**config.mk**
```make
export PLATFORM = sky130hd
export DESIGN_NAME = data_mem_bank
export DESIGN_NICKNAME = d
export VERILOG_FILES = /design/src/rtl/data_mem_bank.sv
export SDC_FILE = /design/constraint.sdc
export NUM_CORES = 2
export LEC_CHECK = 0
export CORE_MARGIN = 8
export CORE_UTILIZATION = 30
export DETAILED_ROUTE_END_ITERATION = 7
export PLACE_DENSITY = 0.52
export SYNTH_ARGS = -nofsm -noshare
export SYNTH_HDL_FRONTEND = slang
export SYNTH_SLANG_ARGS = --single-unit
```
**constraint.sdc**
```tcl
create_clock -name clk -period 8.2 [get_ports clk]
set_clock_uncertainty 0.05 [all_clocks]
set_input_delay 2.46 -clock clk [delete_from_list [all_inputs] [get_ports clk]]
set_output_delay 2.46 -clock clk [all_outputs]
set_load 0.02 [all_outputs]
```
**src/rtl/data_mem_bank.sv**
```systemverilog
// rtl/data_mem_bank.sv - byte-addressed little-endian data memory with wait states and misalignment errors
//
// Byte/half/word loads and stores over a 32-bit word array. One request is in
// flight at a time: accept in IDLE, optional WAIT_CYCLES wait states, then a
// single-cycle response. The memory write / load sample happens on the edge
// that enters RESP.
//
// Ports:
//   clk         clock, all state on rising edge
//   rst_n       synchronous active-low reset (memory contents are kept)
//   req_valid   request present
//   req_ready   request accepted this cycle if req_valid (IDLE and not in reset)
//   req_we      1 = store, 0 = load
//   req_size    00 byte, 01 half, 10 word, 11 illegal
//   req_signed  load extension: 1 sign, 0 zero
//   req_addr    byte address
//   req_wdata   store data, right-justified for byte/half
//   rsp_valid   one-cycle response pulse
//   rsp_rdata   load result, 0 for stores and errors
//   rsp_err     misaligned or illegal size, qualified by rsp_valid

module data_mem_bank #(
    parameter int ADDR_W      = 8,
    parameter int WAIT_CYCLES = 1,
    parameter int INIT_STEP   = 4
) (
    input  logic              clk,
    input  logic              rst_n,
    input  logic              req_valid,
    output logic              req_ready,
    input  logic              req_we,
    input  logic [1:0]        req_size,
    input  logic              req_signed,
    input  logic [ADDR_W-1:0] req_addr,
    input  logic [31:0]       req_wdata,
    output logic              rsp_valid,
    output logic [31:0]       rsp_rdata,
    output logic              rsp_err
);

    localparam int DEPTH = 2 ** (ADDR_W - 2);
    localparam int IDX_W = ADDR_W - 2;
    // Counter preload for the WAIT phase; unused when there are no wait states.
    localparam logic [3:0] CNT_INIT = (WAIT_CYCLES > 0) ? 4'(WAIT_CYCLES - 1) : 4'd0;

    typedef enum logic [1:0] {
        ST_IDLE,
        ST_WAIT,
        ST_RESP
    } state_t;

    // Power-up image: word[i] = INIT_STEP*i. Reset deliberately leaves it alone.
    function automatic logic [DEPTH*32-1:0] init_image();
        logic [DEPTH*32-1:0] img;
        img = '0;
        for (int i = 0; i < DEPTH; i++) begin
            img[i*32 +: 32] = 32'(INIT_STEP * i);
        end
        return img;
    endfunction

    logic [DEPTH-1:0][31:0] mem_q = init_image();

    state_t              state_q, state_d;
    logic [3:0]          cnt_q, cnt_d;
    logic                we_q;
    logic [1:0]          size_q;
    logic                signed_q;
    logic [ADDR_W-1:0]   addr_q;
    logic [31:0]         wdata_q;
    logic [31:0]         rdata_q, rdata_d;
    logic                err_q, err_d;

    logic                accept;
    logic                enter_resp;
    logic                misalign;
    logic                commit_wr;

    // Access fields in effect this cycle: straight from the request port in
    // IDLE (so a zero-wait access can commit on its accept edge), otherwise
    // the copy latched at accept.
    logic                cur_we;
    logic [1:0]          cur_size;
    logic                cur_signed;
    logic [ADDR_W-1:0]   cur_addr;
    logic [31:0]         cur_wdata;

    logic [IDX_W-1:0]    word_idx;
    logic [31:0]         rd_word;
    logic [31:0]         rd_shift;
    logic [31:0]         ld_data;
    logic [3:0]          wmask;
    logic [31:0]         wlanes;

    assign req_ready = (state_q == ST_IDLE) && rst_n;
    assign accept    = req_valid && req_ready;

    always_comb begin
        cur_we     = we_q;
        cur_size   = size_q;
        cur_signed = signed_q;
        cur_addr   = addr_q;
        cur_wdata  = wdata_q;
        if (state_q == ST_IDLE) begin
            cur_we     = req_we;
            cur_size   = req_size;
            cur_signed = req_signed;
            cur_addr   = req_addr;
            cur_wdata  = req_wdata;
        end
    end

    always_comb begin
        misalign = 1'b0;
        case (cur_size)
            2'b00:   misalign = 1'b0;
            2'b01:   misalign = cur_addr[0];
            2'b10:   misalign = (cur_addr[1:0] != 2'b00);
            default: misalign = 1'b1;
        endcase
    end

    // Next-state logic.
    always_comb begin
        state_d = state_q;
        cnt_d   = cnt_q;
        case (state_q)
            ST_IDLE: begin
                if (accept) begin
                    if (misalign) begin
                        state_d = ST_RESP;
                    end else if (WAIT_CYCLES > 0) begin
                        state_d = ST_WAIT;
                        cnt_d   = CNT_INIT;
                    end else begin
                        state_d = ST_RESP;
                    end
                end
            end
            ST_WAIT: begin
                if (cnt_q == 4'd0) begin
                    state_d = ST_RESP;
                end else begin
                    cnt_d = cnt_q - 4'd1;
                end
            end
            ST_RESP: begin
                state_d = ST_IDLE;
            end
            default: begin
                state_d = ST_IDLE;
                cnt_d   = 4'd0;
            end
        endcase
    end

    assign enter_resp = (state_d == ST_RESP) && (state_q != ST_RESP);
    // Erroring requests never reach WAIT, so misalign only gates the IDLE path.
    assign commit_wr  = enter_resp && !misalign && cur_we;

    // Load path: bring the addressed byte/half down to bit 0, then extend.
    // A legal half always has addr[0]=0, so the byte-granular shift serves both.
    assign word_idx = cur_addr[ADDR_W-1:2];
    assign rd_word  = mem_q[word_idx];
    assign rd_shift = rd_word >> {cur_addr[1:0], 3'b000};

    always_comb begin
        ld_data = rd_word;
        case (cur_size)
            2'b00:   ld_data = {{24{cur_signed & rd_shift[7]}}, rd_shift[7:0]};
            2'b01:   ld_data = {{16{cur_signed & rd_shift[15]}}, rd_shift[15:0]};
            default: ld_data = rd_word;
        endcase
    end

    // Store path: replicate the right-justified data across lanes and let the
    // mask pick the addressed ones.
    always_comb begin
        wmask  = 4'b1111;
        wlanes = cur_wdata;
        case (cur_size)
            2'b00: begin
                wmask  = 4'b0001 << cur_addr[1:0];
                wlanes = {4{cur_wdata[7:0]}};
            end
            2'b01: begin
                wmask  = cur_addr[1] ? 4'b1100 : 4'b0011;
                wlanes = {2{cur_wdata[15:0]}};
            end
            default: begin
                wmask  = 4'b1111;
                wlanes = cur_wdata;
            end
        endcase
    end

    always_comb begin
        rdata_d = rdata_q;
        err_d   = err_q;
        if (enter_resp) begin
            err_d   = misalign;
            rdata_d = (misalign || cur_we) ? 32'd0 : ld_data;
        end
    end

    always_ff @(posedge clk) begin
        if (!rst_n) begin
            state_q  <= ST_IDLE;
            cnt_q    <= 4'd0;
            rdata_q  <= 32'd0;
            err_q    <= 1'b0;
            we_q     <= 1'b0;
            size_q   <= 2'b00;
            signed_q <= 1'b0;
            addr_q   <= '0;
            wdata_q  <= 32'd0;
        end else begin
            state_q <= state_d;
            cnt_q   <= cnt_d;
            rdata_q <= rdata_d;
            err_q   <= err_d;
            if (accept) begin
                we_q     <= req_we;
                size_q   <= req_size;
                signed_q <= req_signed;
                addr_q   <= req_addr;
                wdata_q  <= req_wdata;
            end
        end
    end

    // Array write; a reset on the commit edge suppresses the store.
    always_ff @(posedge clk) begin
        if (rst_n && commit_wr) begin
            for (int l = 0; l < 4; l++) begin
                if (wmask[l]) begin
                    mem_q[word_idx][8*l +: 8] <= wlanes[8*l +: 8];
                end
            end
        end
    end

    assign rsp_valid = (state_q == ST_RESP);
    assign rsp_rdata = rsp_valid ? rdata_q : 32'd0;
    assign rsp_err   = rsp_valid && err_q;

endmodule
```
==> results.json <==
{
  "rows": 195,
  "drcViolationCount": 0,
  "insertion_delay_ns": 0.88,
  "io_pins": 82,
  "viasPerCell": 5.49,
  "yosysSeqAreaShare_pct": 74.5,
  "crit_buf_inv": 3,
  "reg2reg_setup_slack_ns": 2.19,
  "post_cts_buffers": 0,
  "cts_root_buffer": "clkbuf_16",
  "cts_tree": "done",
  "tns_ns": 0,
  "grt_max_degree": 92,
  "cts_resized": 0,
  "cpPeakStageDelay_ns": 0.92,
  "drive_above_1_share_pct": 12.8,
  "crit_chain": "clkdlybuf4s50_1 > nor2_1 > a22oi_4 > buf_4 > buf_4 > o22ai_1 > a31oi_1 > a21oi_1 > nor4_1 > nand4_1 > a22o_1 > a221oi_1 > a22o_1",
  "routed-via-count": 57255,
  "final_cell_mix": "edfxtp_1, nand2_1, nor2_1, o22ai_1, buf_4",
  "setup_viol": 0,
  "grt-ovfl-total": 0,
  "cts_buffers": 212,
  "yosysUniqueCellTypes": 81,
  "endpoint_kind": "flop",
  "clk_path_buf_depth": 3,
  "max_freq_mhz": 144,
  "setup_ws_ns": 1.23,
  "pre_cts_ws_ns": 0.539,
  "first_pass_iters": 6,
  "grt_usage_pct": 18.9,
  "synth_ff_type": "edfxtp_1",
  "antenna_left": 0,
  "synthDominantCellAreaShare_pct": 72.5,
  "synth_warnings": 0,
  "die_x_um": 548,
  "antenna_found_initial": 11,
  "synth_seq_cells": 2131,
  "wl_per_cell_um": 28.3,
  "synth-edff-count": 2048,
  "power.total_w": 0.0250,
  "hpwl_um": 188000,
  "cts_sinks": 2131,
  "coreArea_sq_um": 282000,
  "cts_hold_buf": 0,
  "grt_pass1_vias": 55399,
  "grt_pass1_wl_um": 418000,
  "placed_cells": 10030,
  "synthToLayoutAreaGrowth_pct": 17.1,
  "final_nets": 6550,
  "synthCells": 6240,
  "yosysTopAreaCell": "edfxtp_1",
  "die_h_um": 548,
  "layout.cells.non_filler": 10429,
  "die_area_sq_um": 300000,
  "status": "finished, final reports clean",
  "max-vdd-ir-drop_mv": 0.200,
  "min_period_ns": 6.97,
  "async_flop_share_pct": 0,
  "hold_violations": 0,
  "drt_iter0_drc": 6834,
  "htreeDepth": 4,
  "hp-class": "flop to flop",
  "max-cap-violations": 0,
  "synth.area.top_cells": "edfxtp_1, o22ai_1, nand2_1",
  "drv_slew": 0,
  "worstPathRequired_ns": 8.97,
  "layout_commonest_cell": "edfxtp_1",
  "io_buffers": 81,
  "critPathKind": "input pin to flop",
  "leakage_nw": 32.9,
  "power_density_nw_per_um2": 251,
  "rsz0062_at_grt": "false",
  "avgSynthCellArea_sq_um": 13.6,
  "path_delay_family": "compound AO/OA/AOI/OAI gates",
  "period_share_pct": 85.0,
  "path_clk_slew_ns": 0.06,
  "path_max_fanout": 13,
  "worstPathArrival_ns": 7.74,
  "start_util_pct": 30.1,
  "globalplace.congestion": 0.844,
  "cp_slowest_cell": "nor4_1",
  "worstMarginPinSlew_ns": 1.35,
  "wirelength_um": 295000,
  "netlist_area_sq_um": 84800,
  "max_slew_margin_pct": 9.20,
  "worstSetupStartpointType": "input pin",
  "synth_nets": 6289
}
-- layer usage --
layer  up-vias  GRT usage, %  wire length [um]
met5         -             0                10
met4         2          6.57             10500
met3       474          3.47             25600
met2      2922          29.9            135000
met1     29453          26.2            124000
li1      24404             -                 -
-- Yosys cell counts (12+ instances only) --
library cell / count
o22ai_1: 537
a21oi_1: 98
a211oi_1: 21
buf_1: 51
dfxtp_1: 83
nor2_1: 757
clkbuf_1: 153
o22a_1: 12
mux2i_1: 158
nand3_1: 256
or4_1: 15
a32oi_1: 81
buf_2: 216
and2_1: 37
o21ai_0: 85
inv_1: 14
nor4_1: 54
buf_4: 31
a31oi_1: 108
o211ai_1: 22
mux2_2: 15
nand4_1: 18
nand2_1: 852
a32o_1: 14
nor3_1: 247
and3_1: 34
edfxtp_1: 2048
o221ai_1: 62
a22oi_1: 17
buf_6: 14
-- worst paths after layout --
check,start,endpoint,cells past startpoint
worst max register to register,state_q[1],rdata_q[8],12
worst min-delay path,wdata_q[9],wdata_q[9],2
worst min register to register,wdata_q[9],wdata_q[9],2
worst max-delay path,req_addr[4],rdata_q[4],13
-- power breakdown --
part           switching, W  internal (W)
sequential        0.0000232        0.0122
combinational       0.00233      0.000728
clock               0.00428       0.00544
total               0.00664        0.0183
-- kinds of logic (layout without fill, tap and decap cells) --
family                   count (synthesis)  after routing  share of synthesized area [%]
XOR/XNOR                                 2              2                         0.0207
multiplexers                           177            177                           2.14
other                                    0              3                              0
flip-flops                            2131           2131                           74.5
adder cells (fa/ha/maj)                  2              2                         0.0295
AO/OA/AOI/OAI                         1138           1138                           8.98
buffers and inverters                  479            922                           2.70
AND/OR/NAND/NOR                       2311           2311                           11.7
-- final cells by class --
| cell class | count | area [sq um] |
|---|---|---|
| diodes | 3 | 7.51 |
| clock buffers | 251 | 5520 |
| clock inverters | 145 | 1370 |
| fillers | 27024 | 182000 |
| inverters | 14 | 52.6 |
| multi-input cells | 3630 | 19900 |
| flip-flops and latches | 2131 | 63200 |
| well taps | 3743 | 4680 |
| repair buffers | 512 | 4680 |
-- metrics by stage --
stage               hold slack [ns]  util, %  cell area [sq um]
floorplan                     0.367        -              84800
global placement              0.391     32.8              92500
detailed placement            0.403     32.8              92500
CTS                           0.413     35.2              99300
global route                  0.424     35.3              99300
finish                        0.411     35.3              99300
-- state kept, by name (all words and copies together), names as in the netlist --
register,count
addr_q,8
cnt_q,4
err_q,1
mem_q,2048
rdata_q,32
signed_q,1
size_q,2
state_q,2
wdata_q,32
we_q,1
-- worst min-delay path, delay by kind of cell (launching register included) --
| kind | cells | cell delay, ns |
|---|---|---|
| AND/OR/NAND/NOR | 1 | 0.05 |
| flip-flops | 1 | 0.31 |
| AO/OA/AOI/OAI | 1 | 0.06 |
Note: power is estimated with default switching activity, not from simulation.
